## src/rtl/ad9826_init_seq.sv

```systemverilog
`default_nettype none
// ============================================================================
// Module   : ad9826_init_seq
// Function : Holds a 9-bit image per AD9826 register and plays it into the
//            serial-config engine as 16-bit frames over toggle/busy.
//            Optional per-register readback check: define AD9826_READBACK_EN.
// Revision : 1.0  initial release
// ============================================================================
module ad9826_init_seq #(
    parameter int NUM_REGS       = 8,
    parameter int TIMEOUT_CYCLES = 4096,
    parameter int AUTO_START     = 1
) (
    input  logic        clk,
    input  logic        reset,
    input  logic        tbl_we,
    input  logic [2:0]  tbl_addr,
    input  logic [8:0]  tbl_wdata,
    input  logic        start,
    output logic        seq_busy,
    output logic        done,
    output logic        err,
    output logic [2:0]  err_addr,
    output logic [15:0] ad_config_in,
    output logic        toggle,
    input  logic        busy,
    input  logic [15:0] ad_config_out,
    input  logic        config_out_avail,
    output logic        config_out_recieved
);

    localparam logic [2:0]         c_last_idx = 3'(NUM_REGS - 1);
    localparam int                 c_tmo_w    = $clog2(TIMEOUT_CYCLES + 1);
    localparam logic [c_tmo_w-1:0] c_tmo_last = c_tmo_w'(TIMEOUT_CYCLES - 1);

    typedef enum logic [2:0] {
        S_IDLE  = 3'd0,
        S_DRAIN = 3'd1,
        S_LOAD  = 3'd2,
        S_REQ   = 3'd3,
        S_WAIT  = 3'd4,
        S_ACK   = 3'd5,
        S_NEXT  = 3'd6
    } state_t;

    state_t             r_state;
    logic [2:0]         r_idx;
    logic               r_rw;
    logic               r_auto;
    logic [c_tmo_w-1:0] r_tmo;
    logic [8:0]         r_tbl [8];
    logic               r_busy_m;
    logic               r_busy_s;
    logic               w_tmo_hit;
    logic               w_unused;

    // Synchronisers are deliberately not reset: after a reset mid-frame the
    // engine's busy must be visible to DRAIN on the very first cycle.
    always_ff @(posedge clk) begin
        r_busy_m <= busy;
        r_busy_s <= r_busy_m;
    end

`ifdef AD9826_READBACK_EN
    logic r_avail_m;
    logic r_avail_s;
    logic r_rcvd;

    always_ff @(posedge clk) begin
        r_avail_m <= config_out_avail;
        r_avail_s <= r_avail_m;
    end

    assign config_out_recieved = r_rcvd;
    assign w_unused            = ^ad_config_out[15:9];
`else
    assign config_out_recieved = 1'b0;
    assign w_unused            = ^{ad_config_out, config_out_avail};
`endif

    always_ff @(posedge clk) begin
        if (reset) begin
            for (int i = 0; i < 8; i++) r_tbl[i] <= '0;
        end else if (tbl_we && !seq_busy) begin
            r_tbl[tbl_addr] <= tbl_wdata;
        end
    end

    assign w_tmo_hit = (r_tmo == c_tmo_last) &&
                       (r_state == S_DRAIN || r_state == S_REQ ||
                        r_state == S_WAIT  || r_state == S_ACK);

    always_ff @(posedge clk) begin
        if (reset) begin
            r_state      <= S_IDLE;
            r_idx        <= '0;
            r_rw         <= 1'b0;
            r_auto       <= (AUTO_START != 0);
            r_tmo        <= '0;
            seq_busy     <= 1'b0;
            done         <= 1'b0;
            err          <= 1'b0;
            err_addr     <= '0;
            ad_config_in <= '0;
            toggle       <= 1'b0;
`ifdef AD9826_READBACK_EN
            r_rcvd       <= 1'b0;
`endif
        end else begin
            done  <= 1'b0;
            r_tmo <= r_tmo + 1'b1;
            case (r_state)
                S_IDLE: begin
                    r_tmo <= '0;
                    if (start || r_auto) begin
                        r_auto   <= 1'b0;
                        r_idx    <= '0;
                        r_rw     <= 1'b0;
                        err      <= 1'b0;
                        seq_busy <= 1'b1;
                        r_state  <= S_DRAIN;
                    end
                end
                S_DRAIN: begin
                    if (!r_busy_s) r_state <= S_LOAD;
                end
                S_LOAD: begin
                    ad_config_in <= {r_rw, r_idx, 3'b000, r_tbl[r_idx]};
                    r_tmo        <= '0;
                    r_state      <= S_REQ;
                end
                S_REQ: begin
                    // Holding toggle until busy is seen guarantees it spans a slow-clock edge.
                    if (r_busy_s) begin
                        toggle  <= 1'b0;
                        r_tmo   <= '0;
                        r_state <= S_WAIT;
                    end else begin
                        toggle  <= 1'b1;
                    end
                end
                S_WAIT: begin
`ifdef AD9826_READBACK_EN
                    if (r_rw) begin
                        if (r_avail_s) begin
                            if (ad_config_out[8:0] != r_tbl[r_idx]) begin
                                err      <= 1'b1;
                                err_addr <= r_idx;
                            end
                            r_rcvd  <= 1'b1;
                            r_tmo   <= '0;
                            r_state <= S_ACK;
                        end
                    end else
`endif
                    if (!r_busy_s) r_state <= S_NEXT;
                end
`ifdef AD9826_READBACK_EN
                S_ACK: begin
                    if (!r_busy_s) begin
                        r_rcvd  <= 1'b0;
                        r_state <= S_NEXT;
                    end
                end
`endif
                S_NEXT: begin
`ifdef AD9826_READBACK_EN
                    if (!r_rw) begin
                        r_rw    <= 1'b1;
                        r_state <= S_LOAD;
                    end else
`endif
                    begin
                        r_rw <= 1'b0;
                        if (r_idx == c_last_idx) begin
                            seq_busy <= 1'b0;
                            done     <= 1'b1;
                            r_state  <= S_IDLE;
                        end else begin
                            r_idx   <= r_idx + 1'b1;
                            r_state <= S_LOAD;
                        end
                    end
                end
                default: r_state <= S_IDLE;
            endcase

            // A stalled handshake abandons the run without a done pulse.
            if (w_tmo_hit) begin
                err      <= 1'b1;
                err_addr <= r_idx;
                toggle   <= 1'b0;
                seq_busy <= 1'b0;
                r_tmo    <= '0;
                r_state  <= S_IDLE;
`ifdef AD9826_READBACK_EN
                r_rcvd   <= 1'b0;
`endif
            end
        end
    end

endmodule
`default_nettype wire
```

## config.mk

```make
export PLATFORM = sky130hd
export DESIGN_NAME = ad9826_init_seq
export DESIGN_NICKNAME = d
export VERILOG_FILES = /design/src/rtl/ad9826_init_seq.sv
export SDC_FILE = /design/constraint.sdc
export NUM_CORES = 1
export LEC_CHECK = 0
export CAP_MARGIN = 10
export CORE_MARGIN = 2
export CORE_UTILIZATION = 32
export CTS_BUF_LIST = sky130_fd_sc_hd__clkbuf_16
export CTS_CLUSTER_SIZE = 16
export DETAILED_ROUTE_END_ITERATION = 10
export PLACE_DENSITY = 0.51
export RECOVER_POWER = 100
export SKIP_LAST_GASP = 1
export SLEW_MARGIN = 15
export SYNTH_ARGS = -nofsm -noshare
export SYNTH_HDL_FRONTEND = slang
export SYNTH_SLANG_ARGS = --single-unit
```

## constraint.sdc

```tcl
create_clock -name clk -period 2.1 [get_ports clk]
set_input_delay 0.21 -clock clk [delete_from_list [all_inputs] [get_ports clk]]
set_output_delay 0.21 -clock clk [all_outputs]
set_load 0.01 [all_outputs]
```

Word level (Yosys, flattened, before mapping)
Memories as Yosys holds them, arrays and structs flattened. A register that Yosys moved wholly into a read port is not among the register bits.
Cells that the tools add are included.

storage, ports and cells
  register bits after elaboration = 43
  bits in latches = 0
  memory bits (writable) = 72
  ROM bits = 0
  input port bits = 34
  memories = 1

cells by class
  add/sub/neg operators = 2
  $mul = 0
  divide/modulo/power cells = 0
  order comparisons = 0
  eq/ne operators = 14
  shift-type cells = 0
  mux-type cells = 28
  bitwise logic cells = 1
  reduce and logical (&&, ||, !) cells = 21

memories
  memory  words  width  rd ports  clocked after Yosys merged registers in  wr ports  RTL line  source
  r_tbl   8      9      1         1                                        8         51        logic [8:0] r_tbl [8];

operators by type and width
  operator               count
  $pmux 13 s2            1
  $mux 3                 7
  $pmux 3 s6             1
  $add 13x1->13 const B  1
  $eq 13x12->1 const B   1
  $mux 1                 13
  $mux 13                1
  $eq 3x3->1 const B     4
  $ne 2x2->1 const B     6
  $mux 9                 1
  $reduce_or 9->1        1
  $eq 3x2->1 const B     2
  $pmux 3 s2             1
  $reduce_and 2->1       3
  $reduce_and 3->1       2
  $reduce_bool 2->1      3
  $reduce_or 2->1        3
  $logic_or 1x1->1       4
  $pmux 1 s2             2
  $reduce_and 4->1       1
  $add 3x1->3 const B    1
  $eq 3x1->1 const B     1
  $logic_not 3->1        1
  $logic_and 1x1->1      2
  3 further kinds        3

Longest topological paths before layout
  word-level depth = 7
  mapped depth = 6
  mapped depth without buffers = 6

Least setup slack after synthesis
OpenSTA, ideal clock, no wires.

  path type = reg2reg
  from = reg seq_busy
  to = mem r_tbl[2][0], enable pin
  data arrival time = 1.440 ns
  required time = 1.765 ns
  setup slack = 0.325 ns
  cell stages (with the launch flop) = 4
  path buffers = 0
  cells stage by stage = dfxtp_1 -> or4b_4 -> nor2_2 -> or2_1

RTL lines
  element                 RTL line  source
  from (decl)             20        output logic seq_busy,
  from (signal assigned)  100       seq_busy <= 1'b0;
  from (signal assigned)  120       seq_busy <= 1'b1;
  from (signal assigned)  176       seq_busy <= 1'b0;
  to (decl)               51

==> impl_metrics.csv <==
group,metric,value,unit
outcome,outcome,"finished clean",
cells_and_area,final_common_cell,"edfxtp_1",
worst_setup_path,crit_end,"r_tbl[0][8]",
placement,place_congestion,0.7453,
cells_and_area,fin_area,6128,um^2
global_route,grt_use_met3,3.756,%
placement,place_hpwl,7537,um
timing,rsz0062_at_grt,"no",
global_route,grt_pass1_wl,18000,um
worst_setup_path,rrSetupSlack,0.17,ns
die,fp.dieH,127.9,um
global_route,grt.met1_usage,20.54,%
worst_setup_path,r2r_cells,4,
timing,finalWorstSetupSlack,0.1567,ns
timing,skew,0.008331,ns
yosys,synth_area,4915,um^2
die,io_pins,58,
timing,final-max-slew-violation-count,0,
die,row_count,45,
job,drv_cap,0,
detailed_routing,firstDrtPassIters,4,
timing,maxSlewHeadroom,57.02,%
clock_network,cts_buffers,17,
clock_network,clkLatencyLatePin,0.42,ns
hold_path,min_from,"r_busy_m",
worst_setup_path,path_buf_inv,2,
timing,tightest_slew,0.6447,ns
worst_setup_path,max_stage_delay,0.64,ns
detailed_routing,first_iter_violations,200,
die,die_w,127.9,um
timing,finalCritPeriodShare,92.54,%
worst_setup_path,worst-endpoint-required,2.23,ns
power,p_leak,0.002171,uW
timing,setup_tns,0,ns
cells_and_area,final_cell_mix,"edfxtp_1, and2_0, dfxtp_1, nor2_1, and2_1",
worst_setup_path,setup.worst_path.class,"in2reg",
clock_network,path_clk_slew,0.05,ns
global_route,grt_util_all_layers,15.08,%
worst_setup_path,cp.depth,5,
detailed_routing,vias,3129,
timing,finalCriticalPeriod,1.943,ns
clock_network,cts_num_sinks,113,
clock_network,clock-root-buffer,"clkbuf_16",
yosys,synth_seq_cells,113,
worst_setup_path,startpoint,"reset",
worst_setup_path,cp-start-kind,"input port",
clock_network,cts_max_level,4,
cells_and_area,final_layout_size_suffix_gt1_share,13.88,%
power,power,5936,uW
yosys,synth_edf_count,72,
worst_setup_path,critPathMaxFanout,7,
detailed_routing,final_antenna_net_count,0,
hold_path,min_path_type,"reg2reg",
yosys,netlist-cell-type-count,45,
timing,hold_viol_final,0,
worst_setup_path,r2r-start,"r_state[1]",
yosys,ys.warnings.count,0,
placement,port-buffer-count,35,
clock_network,cts-hold-fix-buffers,0,
yosys,avgSynthCellArea,12.73,um^2
cells_and_area,final_cells,649,
worst_setup_path,crit_chain,"dlygate4sd3_1 -> or4b_1 -> nor3_1 -> or2_0 -> buf_12",
worst_setup_path,crit_arrival,2.07,ns
detailed_routing,route.detailed.drc,0,
cells_and_area,final_nets,485,
clock_network,cts_tree,"built",
global_route,grt_max_degree,30,
clock_network,ctsResizeCount,0,
yosys,synth_top_flop_cell,"edfxtp_1",
global_route,use_met2,22.99,%
yosys,synth_top_cells_by_area,"edfxtp_1, dfxtp_1, and2_1",
global_route,antenna_found_initial,0,
detailed_routing,finalWirelength,11190,um
yosys,netlist.area_leader.share,43.99,%
cells_and_area,syn_to_final_growth,24.69,%
global_route,globalRoute.busiestLayer,"met2",
placement,place_ws,-0.01866,ns
timing,max_freq,514.6,MHz
global_route,grt_pass1_vias,3155,
worst_setup_path,crit_family,"simple AND/OR/NAND/NOR gates",
placement,place_area,5635,um^2
cells_and_area,insertedDiodeCount,0,
yosys,synthArstFlopShare,0,%
yosys,synth_area_leader_cell,"edfxtp_1",
power,power_density,968.6,nW/um^2
timing,report.final.setup_viol,0,
power,ir_drop,0.0006153,V
global_route,grt_overflow,0,
worst_setup_path,crit_path_top_delay_cell,"dlygate4sd3_1",
placement,placedCellCount,617,
yosys,synth-seq-area-share,60.69,%
clock_network,clk_path_buf_depth,2,
detailed_routing,wl_per_cell,17.24,um
worst_setup_path,endpoint_kind,"flop",
worst_setup_path,r2r_end,"ad_config_in[5]",
die,core-area,15090,um^2
detailed_routing,routed_via_density,4.821,
die,initial_core_util,32.57,%
die,dieArea,16370,um^2
yosys,netlist_instances,386,
clock_network,cts_setup_buffers,0,
## sequential cells by signal, summed over array words and instances, names as in the netlist, 3 cells and up
name	count
ad_config_in	12
err_addr	3
r_idx	3
r_state	3
r_tbl	72
r_tmo	13
## cell families (layout without fill, tap and decap cells)
group | count (synthesis) | count (layout) | synth area share, %
multiplexers | 20 | 20 | 8.656
buffers and inverters | 23 | 94 | 2.469
adder cells (fa/ha/maj) | 3 | 3 | 0.7638
flip-flops | 113 | 113 | 60.69
AND/OR/NAND/NOR | 180 | 180 | 20.98
AO/OA/AOI/OAI | 35 | 35 | 4.404
other | 1 | 5 | 0.07630
XOR/XNOR | 11 | 11 | 1.960
## metrics by stage
stage,util [%],hold slack [ns]
2_1_floorplan,-,0.2377
3_3_place_gp,37.35,0.3153
3_5_place_dp,37.35,0.3197
4_1_cts,41.44,0.2410
5_1_grt,40.61,0.3322
6_report,40.61,0.3291
## area by class of cell
cell class              count  area, um^2
inverters                   3       11.26
fillers                  1430        8961
clock buffers              17       425.4
clock inverters            15       192.7
multi-input cells         254        1793
well taps                 188       235.2
flip-flops and latches    113        2983
repair buffers             59       488.0
## report_power, final
part           switching (uW)  leakage (uW)  internal, uW
Clock                    1020      0.000300          1970
Combinational             234      0.000792           182
Sequential               60.0       0.00108          2470
Total                    1320       0.00217          4620
## per-layer routing
layer,vias up,part of all wire [%]
li1,1522,-
met5,-,0
met2,61,46
met3,14,3.5
met1,1532,49
met4,0,1.6
## cell usage after synthesis, types with 3 or more instances
master	count
nor3_1	16
nor2_1	37
clkbuf_1	8
ha_1	3
inv_1	3
and2_1	73
nand2_1	8
a21oi_1	11
edfxtp_1	72
nand2b_1	7
xnor2_1	9
o21ai_0	3
o21ai_1	3
nor2_2	4
buf_4	8
o22ai_1	9
nand3_1	8
or2_2	4
nor4_1	3
mux4_2	18
dfxtp_1	41
or2_1	4
buf_2	3
## worst min path at each step
stage,endpoint,slack [ns],depth (start not counted)
finish,r_busy_s,0.33,0
global route,r_busy_s,0.33,0
CTS,r_busy_m,0.24,1
detailed placement,r_busy_s,0.32,0
global placement,r_busy_s,0.32,0
floorplan,r_busy_m,0.24,0
(Power assumes the default switching activity.)
